<file path="src/rtl/ddr_test_sequencer.sv">
// DDR self-test sequencer: writes BURST_NUM AXI bursts over an address window, reads
// them back through the checker, then counts checker errors and completed passes.
module ddr_test_sequencer #(
   parameter int          AXI_DATA_WIDTH = 256,
   parameter int          BURST_LEN      = 16,
   parameter int          BURST_NUM      = 64,
   parameter logic [31:0] ADDR_BASE      = 32'h0
) (
   input  logic        SysClk,
   input  logic        SysRst_N,
   input  logic        TestStart,
   input  logic        TestLoop,
   output logic [31:0] AwAddr,
   output logic [7:0]  AwLen,
   output logic        AwValid,
   input  logic        AwReady,
   output logic        WValid,
   output logic        WLast,
   input  logic        WReady,
   input  logic        BValid,
   output logic        BReady,
   output logic [31:0] ArAddr,
   output logic [7:0]  ArLen,
   output logic        ArValid,
   input  logic        ArReady,
   input  logic        RValid,
   input  logic        RLast,
   output logic        RReady,
   output logic [31:0] WrAddrIn,
   output logic        WrStartEn,
   output logic        WriteEn,
   output logic [31:0] RdAddrIn,
   output logic        RdDataEn,
   input  logic        DdrRdError,
   output logic [15:0] ErrCnt,
   output logic [15:0] PassCnt,
   output logic        TestBusy,
   output logic        TestDone
);

   localparam int          AXI_BYTE_NUM = AXI_DATA_WIDTH / 8;
   localparam logic [31:0] BEAT_BYTES   = 32'(AXI_BYTE_NUM);
   localparam logic [31:0] BURST_BYTES  = 32'(BURST_LEN * AXI_BYTE_NUM);
   localparam logic [8:0]  LAST_BEAT    = 9'(BURST_LEN - 1);
   localparam logic [31:0] LAST_BURST   = 32'(BURST_NUM - 1);

   typedef enum logic [2:0] {
      S_IDLE, S_WR_ADDR, S_WR_PREP, S_WR_DATA, S_WR_RESP, S_RD_ADDR, S_RD_DATA, S_DRAIN
   } state_e;

   state_e      state_q, state_d;
   logic [31:0] burst_q, burst_d;
   logic [8:0]  beat_q, beat_d;
   logic [31:0] addr_q, addr_d;
   logic [31:0] rd_addr_q, rd_addr_d;
   logic [15:0] err_cnt_q, err_cnt_d;
   logic [15:0] pass_cnt_q, pass_cnt_d;
   logic        done_q, done_d;
   logic [1:0]  drain_q, drain_d;
   logic        start_q;

   logic        rd_beat;
   logic        rlast_bad;
   logic [1:0]  err_add;
   logic [16:0] err_sum;

   assign AwAddr    = addr_q;
   assign ArAddr    = addr_q;
   assign WrAddrIn  = addr_q;
   assign AwLen     = 8'(BURST_LEN - 1);
   assign ArLen     = 8'(BURST_LEN - 1);
   assign AwValid   = (state_q == S_WR_ADDR);
   assign WrStartEn = (state_q == S_WR_PREP);
   assign WValid    = (state_q == S_WR_DATA);
   assign WLast     = (state_q == S_WR_DATA) && (beat_q == LAST_BEAT);
   assign WriteEn   = WValid & WReady;
   assign BReady    = (state_q == S_WR_RESP);
   assign ArValid   = (state_q == S_RD_ADDR);
   assign RReady    = (state_q != S_IDLE);
   assign RdDataEn  = RValid & (state_q == S_RD_DATA);
   assign RdAddrIn  = rd_addr_q;
   assign ErrCnt    = err_cnt_q;
   assign PassCnt   = pass_cnt_q;
   assign TestBusy  = (state_q != S_IDLE);
   assign TestDone  = done_q;

   // A premature RLast is charged as one checker error on top of any DdrRdError pulse.
   assign rd_beat   = RdDataEn;
   assign rlast_bad = rd_beat & RLast & (beat_q != LAST_BEAT);
   assign err_add   = {1'b0, DdrRdError} + {1'b0, rlast_bad};
   assign err_sum   = {1'b0, err_cnt_q} + {15'd0, err_add};

   always_comb begin
      state_d    = state_q;
      burst_d    = burst_q;
      beat_d     = beat_q;
      addr_d     = addr_q;
      rd_addr_d  = rd_addr_q;
      pass_cnt_d = pass_cnt_q;
      done_d     = done_q;
      drain_d    = drain_q;
      err_cnt_d  = err_sum[16] ? 16'hFFFF : err_sum[15:0];

      case (state_q)
         S_IDLE: begin
            if (TestStart && !start_q) begin
               err_cnt_d = 16'd0;
               done_d    = 1'b0;
               burst_d   = 32'd0;
               beat_d    = 9'd0;
               addr_d    = ADDR_BASE;
               state_d   = S_WR_ADDR;
            end
         end
         S_WR_ADDR: if (AwReady) state_d = S_WR_PREP;
         S_WR_PREP: state_d = S_WR_DATA;
         S_WR_DATA: begin
            if (WReady) begin
               if (beat_q == LAST_BEAT) begin
                  beat_d  = 9'd0;
                  state_d = S_WR_RESP;
               end else begin
                  beat_d = beat_q + 9'd1;
               end
            end
         end
         S_WR_RESP: begin
            if (BValid) begin
               if (!TestStart) begin
                  state_d = S_IDLE;
               end else if (burst_q == LAST_BURST) begin
                  burst_d = 32'd0;
                  addr_d  = ADDR_BASE;
                  state_d = S_RD_ADDR;
               end else begin
                  burst_d = burst_q + 32'd1;
                  addr_d  = addr_q + BURST_BYTES;
                  state_d = S_WR_ADDR;
               end
            end
         end
         S_RD_ADDR: begin
            if (ArReady) begin
               rd_addr_d = addr_q;
               beat_d    = 9'd0;
               state_d   = S_RD_DATA;
            end
         end
         S_RD_DATA: begin
            if (rd_beat) begin
               rd_addr_d = rd_addr_q + BEAT_BYTES;
               beat_d    = beat_q + 9'd1;
               if (RLast) begin
                  beat_d = 9'd0;
                  if (burst_q == LAST_BURST) begin
                     drain_d = 2'd0;
                     state_d = S_DRAIN;
                  end else if (!TestStart) begin
                     state_d = S_IDLE;
                  end else begin
                     burst_d = burst_q + 32'd1;
                     addr_d  = addr_q + BURST_BYTES;
                     state_d = S_RD_ADDR;
                  end
               end
            end
         end
         S_DRAIN: begin
            // Hold off the pass decision until late checker errors have landed.
            drain_d = drain_q + 2'd1;
            if (drain_q == 2'd3) begin
               pass_cnt_d = pass_cnt_q + 16'd1;
               burst_d    = 32'd0;
               addr_d     = ADDR_BASE;
               if (TestLoop && TestStart) begin
                  state_d = S_WR_ADDR;
               end else begin
                  done_d  = TestStart;
                  state_d = S_IDLE;
               end
            end
         end
         default: state_d = S_IDLE;
      endcase
   end

   always_ff @(posedge SysClk or negedge SysRst_N) begin
      if (!SysRst_N) begin
         state_q    <= S_IDLE;
         burst_q    <= 32'd0;
         beat_q     <= 9'd0;
         addr_q     <= ADDR_BASE;
         rd_addr_q  <= ADDR_BASE;
         err_cnt_q  <= 16'd0;
         pass_cnt_q <= 16'd0;
         done_q     <= 1'b0;
         drain_q    <= 2'd0;
         start_q    <= 1'b0;
      end else begin
         state_q    <= state_d;
         burst_q    <= burst_d;
         beat_q     <= beat_d;
         addr_q     <= addr_d;
         rd_addr_q  <= rd_addr_d;
         err_cnt_q  <= err_cnt_d;
         pass_cnt_q <= pass_cnt_d;
         done_q     <= done_d;
         drain_q    <= drain_d;
         start_q    <= TestStart;
      end
   end

endmodule

</file>
<file path="config.mk">
export PLATFORM = sky130hd
export DESIGN_NAME = ddr_test_sequencer
export DESIGN_NICKNAME = d
export VERILOG_FILES = /design/src/rtl/ddr_test_sequencer.sv
export SDC_FILE = /design/constraint.sdc
export NUM_CORES = 1
export LEC_CHECK = 0
export CAP_MARGIN = 10
export CORE_UTILIZATION = 45
export CTS_CLUSTER_SIZE = 14
export DETAILED_ROUTE_END_ITERATION = 12
export PLACE_DENSITY_LB_ADDON = 0.15
export SLEW_MARGIN = 20
export SYNTH_ARGS = -nofsm -noshare
export SYNTH_HDL_FRONTEND = slang
export SYNTH_SLANG_ARGS = --single-unit
</file>
<file path="constraint.sdc">
create_clock -name SysClk -period 3.8 [get_ports SysClk]
set_input_delay 0.76 -clock SysClk [delete_from_list [all_inputs] [get_ports SysClk]]
set_output_delay 0.76 -clock SysClk [all_outputs]
set_load 0.01 [all_outputs]
</file>
==> reports/qor.csv, run 1 <==
metric;value;unit
Final period util;80.82;%
Leak;4.070;nW
Synth top area share;40.62;%
First-pass DRT Iterations;5;
CTS Sinks;130;
number of diodes;0;
commonest cells in the netlist;dfrtp_1, buf_4, nor2_1, nand2_1, nand3_1;
gr ovfl total;0;
Max Fanout on Critical Path;10;
synthesized instance count;921;
worst-case reg-to-reg path depth;11;
CP bufs+invs;4;
largest net degree at the start of global routing;105;
CTS Hold Bufs;0;
Syn. warnings;0;
async set or reset register ratio after synthesis;100.0;%
total CTS buffers;17;
number of flops mapped to enable cells by yosys;0;
postcts setup bufs;0;
RSZ-0062 raised after global routing;no;
crit-path cells;clkdlybuf4s50_1, nand3_1, inv_1, buf_4, clkdlybuf4s50_1;
CP Launch Type;input pin;
DRC;0;
CP max stage delay;550;ps
Synth Cell Area;8009;µm²
routability cong.;0.8569;
fillcell total;1638;
die height;135.4;µm
Top delay family on crit path;buffers and inverters;
hpwl dp;14090;µm
DR WL/cell;16.00;µm
f_max;0.3256;GHz
flops & latches, synth;130;
post-synth top area cell;dfrtp_1;
run status;completed;
first-pass GRT wire length;33350;µm
Total GRT Usage;23.20;%
min Tclk post-route;3071;ps
fin area;9826;µm²
Worst Setup End Kind;primary output;
remaining antenna violation count after routing;0;
nets;1037;
Clock Tree Root;clkbuf_16;
CP arrival;2310;ps
reg2reg start;state_q[0];
CP dominant cell by count;clkdlybuf4s50_1;
Clock Skews;12.04;ps
die width;135.4;µm
post_cts resized;0;
1st-iter DRT viols;489;
Critical-path top delay cell;clkdlybuf4s50_1;
worst vdd ir;404.6;µV
WP data required;3040;ps
dominant cells by area after synthesis;dfrtp_1, buf_4, xnor2_1;
Initial Utilization;46.14;%
endpoints failing setup;0;
crit path kind;in -> out;
Clock Tree Buf Depth;2;
sequential fraction of the synthesis area;40.62;%
Layout area overhead;22.68;%
Hold/Removal Path Class;in -> async;
WHS;243.6;ps
TNS Setup;0;ps
ratio of cells with drive above 1 in the final layout;7.081;%
TritonCTS clock tree;built;
WL final;20100;µm
ys flop type;dfrtp_1;
DR vias/cell;5.533;
Slew Limit Headroom;32.96;%
slew of the pin with the lowest slew margin;1006;ps
Via Count;6949;
count leader, synth;dfrtp_1;
Mapped Avg Cell Area;8.696;µm²
max cap viols;0;
Core ar.;17360;µm²
Worst-path clk slew;60;ps
Site Rows;48;
Power Dens Cells;558.6;nW/µm²
initial antenna violation count;0;
final-report max-slew violation count;0;
vias in the first global route;6394;
R2R setup slack;880;ps
total power;5.489;mW
area post-placement;9220;µm²
H-tree levels;4;
Hold Fails Final Rpt;0;
die footprint;18330;µm²
synth unique cells;69;
Ports;198;
port bufs;149;
Clock Latency Late Sink;430;ps
reg-to-reg critical path endpoint;ErrCnt[8];
## worst reg2reg max path: cells and delay by family (launching register included)
kind	cells	cell delay, ps
flip-flops	1	560
adder cells (fa/ha/maj)	2	580
buffers and inverters	1	130
AND/OR/NAND/NOR	7	1400
AO/OA/AOI/OAI	1	180
## per-layer routing
layer	vias to the layer above	share of wire (%)	global-route usage (%)
met4	0	1.1	7.428
met5	-	0	0
met1	3367	46	31.92
met2	239	47	37.01
met3	18	5.7	4.040
li1	3325	-	-
## sequential cells by signal, summed over array words and instances (netlist names), 2 cells and up
signal    cells
ArAddr       23
PassCnt      16
RdAddrIn     27
drain_q       2
state_q       3
burst_q      32
beat_q        9
ErrCnt       16
## power breakdown
| group | internal, mW | switching [mW] |
|---|---|---|
| combinational | 0.812 | 1.11 |
| sequential | 1.57 | 0.289 |
| clock | 1.04 | 0.663 |
## logic make-up (layout without fill, tap and decap cells)
| kind of cell | count (synthesis) | after routing | share of synthesized area [%] |
|---|---|---|---|
| flip-flops | 130 | 130 | 40.62 |
| AO/OA/AOI/OAI | 143 | 143 | 11.44 |
| adder cells (fa/ha/maj) | 9 | 9 | 1.468 |
| multiplexers | 9 | 9 | 1.187 |
| buffers and inverters | 158 | 222 | 12.11 |
| other | 2 | 48 | 0.09377 |
| XOR/XNOR | 62 | 62 | 6.780 |
| AND/OR/NAND/NOR | 408 | 408 | 26.31 |
## final cells by class
| type | instances | area, µm² | share of cell area (%) |
|---|---|---|---|
| Timing Repair Buffer | 168 | 1644 | 16.73 |
| Multi-Input combinational cell | 679 | 3959 | 40.29 |
| Tap cell | 225 | 281.5 | 2.865 |
| Clock inverter | 15 | 180.2 | 1.834 |
| Inverter | 22 | 82.58 | 0.8404 |
| Sequential cell | 130 | 3253 | 33.11 |
| Clock buffer | 17 | 425.4 | 4.330 |
## worst max path at each step
stage	start	to	slack [ps]	cells after the start
after floorplan	state_q[2]	ErrCnt[0]	870	13
after global placement	RValid	ErrCnt[8]	520	11
after detailed placement	RValid	ErrCnt[8]	400	11
after CTS	RValid	RdDataEn	720	5
after global routing	state_q[2]	RdDataEn	600	4
final	RValid	RdDataEn	730	5
## per-stage QoR
stage | instances | util [%] | setup WS, ps
detailed placement | 1224 | 53.12 | 398.9
global placement | 1224 | 53.12 | 522.9
finish | 1256 | 56.61 | 728.9
floorplan | 967 | - | 869.5
CTS | 1256 | 56.61 | 723.9
global route | 1256 | 56.61 | 595.0
## placed cells by master, fill, tap and decap left out, drive strengths merged, types with 6 or more instances in the layout
master | Yosys | layout
a21oi | 42 | 42
and2 | 7 | 7
and3 | 22 | 22
and4 | 6 | 6
buf | 105 | 20
clkbuf | 31 | 17
clkdlybuf4s50 | 0 | 148
conb | 2 | 48
dfrtp | 130 | 130
ha | 7 | 7
inv | 22 | 27
nand2 | 79 | 79
nand2b | 10 | 10
nand3 | 60 | 60
nand4 | 40 | 40
nor2 | 92 | 92
nor3 | 29 | 29
nor4 | 29 | 29
nor4b | 6 | 6
o21ai | 48 | 48
o22ai | 11 | 11
or3 | 6 | 6
xnor2 | 46 | 46
xor2 | 16 | 16
No activity file was read; power rests on OpenSTA's default activity.
==> run 2: changes to the inputs <==
==> constraint.sdc (replaced) <==
create_clock -name SysClk -period 2.5 [get_ports SysClk]
set_input_delay 0.5 -clock SysClk [delete_from_list [all_inputs] [get_ports SysClk]]
set_output_delay 0.5 -clock SysClk [all_outputs]
set_load 0.01 [all_outputs]
==> run 2 against run 1 <==
Power grew 54%; count of clock-buffer cells in the layout is the same; global-route usage grew 0.52 points; sequential power grew 48%; first-iteration DRC count shrank 7.2%; register-to-register slack lost 830 ps; via count grew 1.9%; worst setup slack lost 680 ps.
==> reports/qor.csv, run 2 (same netlist as run 1, synthesis figures left out) <==
metric;value;unit;change
Comb pwr share;39.2;%;+4.1 points
WP data required;2000;ps;-1040 ps
DRC;0;;unchanged
vias in the first global route;6629;;+3.7%
CP dominant cell by count;clkdlybuf4s50_1;;
Clock Tree Buf Depth;2;;unchanged
Max Fanout on Critical Path;10;;unchanged
crit-path cells;clkdlybuf4s50_1, nand3_1, inv_1, buf_6, clkdlybuf4s50_1;;
commonest cells after routing, fill and taps aside;clkdlybuf4s50_1, dfrtp_1, nor2_1, nand2_1, buf_4;;
Clock Tree Root;clkbuf_16;;
Core ar.;17360;µm²;unchanged
CP Launch Type;input pin;;
Worst-path clk slew;60;ps;about the same
run status;completed;;
R2R setup slack;50;ps;-830 ps
Ports;198;;unchanged
total CTS buffers;17;;unchanged
Hold/Removal Path Class;in -> async;;
Slew Limit Headroom;62.94;%;+30 points
port bufs;149;;unchanged
f_max;0.4080;GHz;
die footprint;18330;µm²;unchanged
Critical-path top delay cell;clkdlybuf4s50_1;;
Initial Utilization;46.14;%;unchanged
CP max stage delay;550;ps;about the same
RSZ-0062 raised after global routing;yes;;
Util after Layout;59.44;%;+2.8 points
number of diodes;0;;unchanged
CTS Sinks;130;;unchanged
die height;135.4;µm;unchanged
TritonCTS clock tree;built;;
internal power;5.241;mW;+53%
worst-case reg-to-reg path depth;10;;-1
fillcell total;1570;;-4.2%
Total GRT Usage;23.72;%;+0.52 points
Clock Power Share;28.1;%;-2.9 points
nets;1094;;+5.5%
total power;8.459;mW;+54%
slew of the pin with the lowest slew margin;551.7;ps;-453.9 ps
Hold Fails Final Rpt;0;;unchanged
Leak;4.396;nW;+8.0%
die width;135.4;µm;unchanged
ratio of cells with drive above 1 in the final layout;13.42;%;+6.3 points
routability cong.;0.8381;;-2.2%
final non-filler cell total;1313;;+4.5%
commonest non-fill, non-tap cell in the layout;clkdlybuf4s50_1;;
DR vias/cell;5.395;;-2.5%
Largest register FFs;32;;unchanged
WL final;20770;µm;+3.3%
First-pass DRT Iterations;5;;unchanged
first-pass GRT wire length;33890;µm;+1.6%
WHS;18.63;ps;-224.9 ps
min Tclk post-route;2451;ps;
Site Rows;48;;unchanged
Reg with most FFs;burst_q;;
final-report max-slew violation count;0;;unchanged
endpoints failing setup;0;;unchanged
CP arrival;1950;ps;-360 ps
worst vdd ir;538.8;µV;+33%
Clock Latency Late Sink;430;ps;about the same
Power Dens Cells;819.8;nW/µm²;+47%
initial antenna violation count;0;;unchanged
Via Count;7084;;+1.9%
largest net degree at the start of global routing;54;;-49%
remaining antenna violation count after routing;0;;unchanged
crit path kind;in -> out;;
Sw Ratio;38.04;%;+0.42 points
Reg power frac;32.6;%;-1.3 points
Layout area overhead;28.82;%;
Worst Setup End Kind;primary output;;
Clock Skews;8.290;ps;-3.748 ps
H-tree levels;4;;unchanged
Final period util;98.04;%;
Psw;3.218;mW;+56%
hpwl dp;14900;µm;+5.8%
DR WL/cell;15.82;µm;-1.1%
1st-iter DRT viols;454;;-7.2%
dpl cells;1276;;+4.2%
max cap viols;0;;unchanged
gr ovfl total;0;;unchanged
-- run 2: cell types whose count changed in the layout (fill, tap and decap cells not counted), sizes merged --
cell	delta
clkinv	+5
clkinvlp	-1
dlymetal6s2s	+3
buf	+57
clkdlybuf4s50	-8
bufinv	-2
inv	-2
clkbuf	+1
dlygate4sd2	+4
-- run 2: per-stage QoR --
| step | TNS [ps] | cell area [µm²] | setup slack, ps |
|---|---|---|---|
| 3_3_place_gp | -5359 | 9634 | -173.7 |
| 5_1_grt | -44.28 | 10320 | -36.37 |
| 6_report | 0 | 10320 | 49.01 |
| 3_5_place_dp | -6294 | 9634 | -199.6 |
| 2_1_floorplan | 0 | 8223 | 8.993 |
| 4_1_cts | 0 | 10240 | 1.385 |
-- run 2: final cells by class --
cell class / instances / area (µm²) / area share [%]
inverters: 22 / 82.58 / 0.8004
clock buffers: 17 / 425.4 / 4.123
well taps: 225 / 281.5 / 2.729
repair buffers: 225 / 2092 / 20.28
clock inverters: 15 / 135.1 / 1.310
multi-input cells: 679 / 4046 / 39.22
flip-flops and latches: 130 / 3254 / 31.54
-- run 2: repair_timing --
action,in CTS,in global routing
setup buffers,6,0
pin swaps,4,7
resized for setup,10,20
endpoints found under the setup margin,9,36
hold buffers,0,0
-- run 2: worst max-delay path: cells and delay by family --
kind	cells	cell delay, ps
AND/OR/NAND/NOR	1	120
buffers and inverters	4	1330
-- run 2: power groups by stage --
stage          Sequential [mW]  Combinational [mW]  Clock (mW)
2_1_floorplan             2.83                1.85           0
3_3_place_gp              2.78                3.25           0
3_5_place_dp              2.78                3.29           0
4_1_cts                   2.75                3.31        2.41
5_1_grt                   2.81                3.67        2.53
6_report                  2.76                3.32        2.38
-- run 2: layer usage --
layer,up-vias,track usage [%],wire length (µm)
met4,0,7.928,330
met3,27,4.826,1180
li1,3437,-,-
met5,-,0,0
met2,231,38.23,9867
met1,3389,31.73,9389
-- run 2: final timing paths --
check                            start          end
max                             RValid     RdDataEn
min                           SysRst_N  RdAddrIn[5]
max reg2reg                  beat_q[8]   ErrCnt[12]
min reg2reg                PassCnt[15]  PassCnt[15]
max in group asynchronous     SysRst_N   burst_q[9]
min in group SysClk        PassCnt[15]  PassCnt[15]
==> run 3: changes to the inputs <==
==> constraint.sdc (replaced) <==
create_clock -name SysClk -period 2.3 [get_ports SysClk]
set_input_delay 0.46 -clock SysClk [delete_from_list [all_inputs] [get_ports SysClk]]
set_output_delay 0.46 -clock SysClk [all_outputs]
set_load 0.01 [all_outputs]
==> run 3 against run 2 <==
The run now ends with setup timing left; routed wire length increased by 5.6%; final cell count increased by 3.4%; combinational power increased by 21%.
==> reports/qor.csv, run 3 (same netlist as run 1, synthesis figures left out) <==
metric;value;unit;change
run status;finished with violations;;
violated checks;setup timing;;
first-pass GRT wire length;35650;µm;+5.2%
Largest register FFs;32;;unchanged
largest net degree at the start of global routing;53;;-1.9%
reg2reg start;beat_q[8];;
Slew Limit Headroom;58.68;%;-4.3 points
ratio of cells with drive above 1 in the final layout;18.36;%;+4.9 points
Total GRT Usage;24.83;%;+1.1 points
remaining antenna violation count after routing;0;;unchanged
Ports;198;;unchanged
CTS Sinks;130;;unchanged
1st-iter DRT viols;563;;+24%
port bufs;149;;unchanged
DRC;0;;unchanged
DR WL/cell;16.15;µm;+2.1%
commonest non-fill, non-tap cell in the layout;clkdlybuf4s50_1;;
commonest cells after routing, fill and taps aside;clkdlybuf4s50_1, dfrtp_1, buf_4, nor2_1, nand2_1;;
Worst Setup End Kind;flop;;
Clock Power Share;25.9;%;-2.2 points
hold endpoint;PassCnt[10];;
H-tree levels;4;;unchanged
hpwl dp;15710;µm;+5.4%
crit path kind;reg -> reg;;
HP Start;PassCnt[10];;
Layout area overhead;34.28;%;
WHS;497.7;ps;+479.1 ps
Site Rows;48;;unchanged
Hold Fails Final Rpt;0;;unchanged
die footprint;18330;µm²;unchanged
min Tclk post-route;2359;ps;
TNS Setup;-84.69;ps;-84.69 ps
max cap viols;0;;unchanged
Max Fanout on Critical Path;5;;-5
Hold Crit Depth;1;;
Clock Skews;11.30;ps;+3.009 ps
RSZ-0062 raised after global routing;yes;;
CP Launch Type;flop;;
worst vdd ir;612.5;µV;+14%
Sw Ratio;38.10;%;+0.064 points
reg-to-reg critical path endpoint;ErrCnt[12];;
DR vias/cell;5.461;;+1.2%
Final period util;102.5;%;
worst-case reg-to-reg path depth;9;;-1
Clock Tree Buf Depth;2;;unchanged
Psw;3.621;mW;+13%
Initial Utilization;46.14;%;unchanged
Reg with most FFs;burst_q;;
final-report max-slew violation count;0;;unchanged
area post-placement;10020;µm²;+4.0%
nets;1139;;+4.1%
Hold/Removal Path Class;reg -> reg;;
Power Dens Cells;883.6;nW/µm²;+7.8%
CP arrival;2670;ps;+720 ps
Via Count;7416;;+4.7%
endpoints failing setup;2;;+2
R2R setup slack;-60;ps;-110 ps
worst slack, placed;-351.7;ps;-152.1 ps
routability cong.;0.8788;;+4.9%
die width;135.4;µm;unchanged
fillcell total;1544;;-1.7%
Core ar.;17360;µm²;unchanged
Final WS setup;-58.51;ps;-107.5 ps
Worst-path clk slew;60;ps;about the same
gr ovfl total;0;;unchanged
WL final;21930;µm;+5.6%
WP data required;2620;ps;+620 ps
vias in the first global route;6949;;+4.8%
slew of the pin with the lowest slew margin;615.1;ps;+63.37 ps
First-pass DRT Iterations;6;;+1
initial antenna violation count;0;;unchanged
internal power;5.882;mW;+12%
Leak;4.631;nW;+5.4%
Clock Latency Late Sink;430;ps;about the same
fin area;10750;µm²;+4.2%
Util after Layout;61.96;%;+2.5 points
Clock Tree Root;clkbuf_16;;
total CTS buffers;17;;unchanged
TritonCTS clock tree;built;;
Comb pwr share;42.3;%;+3.1 points
die height;135.4;µm;unchanged
number of diodes;0;;unchanged
Reg power frac;31.8;%;-0.8 points
f_max;0.4240;GHz;
## run 3: cell types whose count changed in the layout (fill, tap and decap cells not counted), sizes merged
| cell | previous run | this run |
|---|---|---|
| buf | 77 | 122 |
| dlygate4sd3 | 0 | 1 |
| dlygate4sd2 | 4 | 8 |
| clkinv | 9 | 7 |
| clkinvlp | 2 | 4 |
| inv | 25 | 26 |
| bufinv | 1 | 0 |
| dlymetal6s2s | 3 | 0 |
| clkdlybuf4s50 | 140 | 138 |
## run 3: metal layers
layer  track usage (%)  vias up  wire length, µm  share of wire (%)
li1                  -     3524                -                  -
met1             32.42     3572             9575                 44
met2             42.11      293            10660                 49
met3             4.976       27             1436                6.5
met4             5.993        0              254                1.2
met5                 0        -                0                  0
## run 3: final cells by class
type | instances | area [µm²] | area share (%)
clock inverter | 15 | 107.6 | 1.001
tap | 225 | 281.5 | 2.618
timing repair buffer | 270 | 2487 | 23.13
inverter | 22 | 82.58 | 0.7679
multi-input combinational | 679 | 4114 | 38.25
sequential | 130 | 3256 | 30.27
clock buffer | 17 | 425.4 | 3.956
## run 3: worst max-delay path: stages (launching register included)
cell and delay, ps:
dfrtp_1 390, or4_4 560, nor2_4 130, nor2_2 50, fa_2 370, ha_4 190, and3_4 190, nand4_1 110
mux2i_1 210, nor2_1 50
## run 3: timing repair
action | CTS | global route
hold endpoints to repair | 34 | 0
hold buffers | 1 | 0
setup buffers | 7 | 3
pin swaps | 7 | 10
resized for setup | 24 | 22
setup endpoints to repair | 39 | 62
## run 3: through the flow
step	std cells	power, mW
floorplan	967	5.134
global placement	1315	6.716
detailed placement	1315	6.748
CTS	1355	9.337
global route	1358	10.04
finish	1358	9.502
## run 3: worst max-delay path by stage
stage	to	slack, ps	startpoint
after floorplan	ErrCnt[12]	-20	beat_q[8]
after global placement	ArAddr[25]	-300	RValid
after detailed placement	ArAddr[29]	-350	RValid
after CTS	ErrCnt[12]	-40	beat_q[8]
after global routing	ArAddr[21]	-140	burst_q[15]
final	ErrCnt[12]	-60	beat_q[8]
## run 3: power by group through the flow
stage / Clock (mW) / Combinational, mW / Sequential, mW
2_1_floorplan: 0 / 2.05 / 3.08
3_3_place_gp: 0 / 3.66 / 3.05
3_5_place_dp: 0 / 3.70 / 3.05
4_1_cts: 2.50 / 3.83 / 3.01
5_1_grt: 2.59 / 4.38 / 3.08
6_report: 2.46 / 4.02 / 3.02
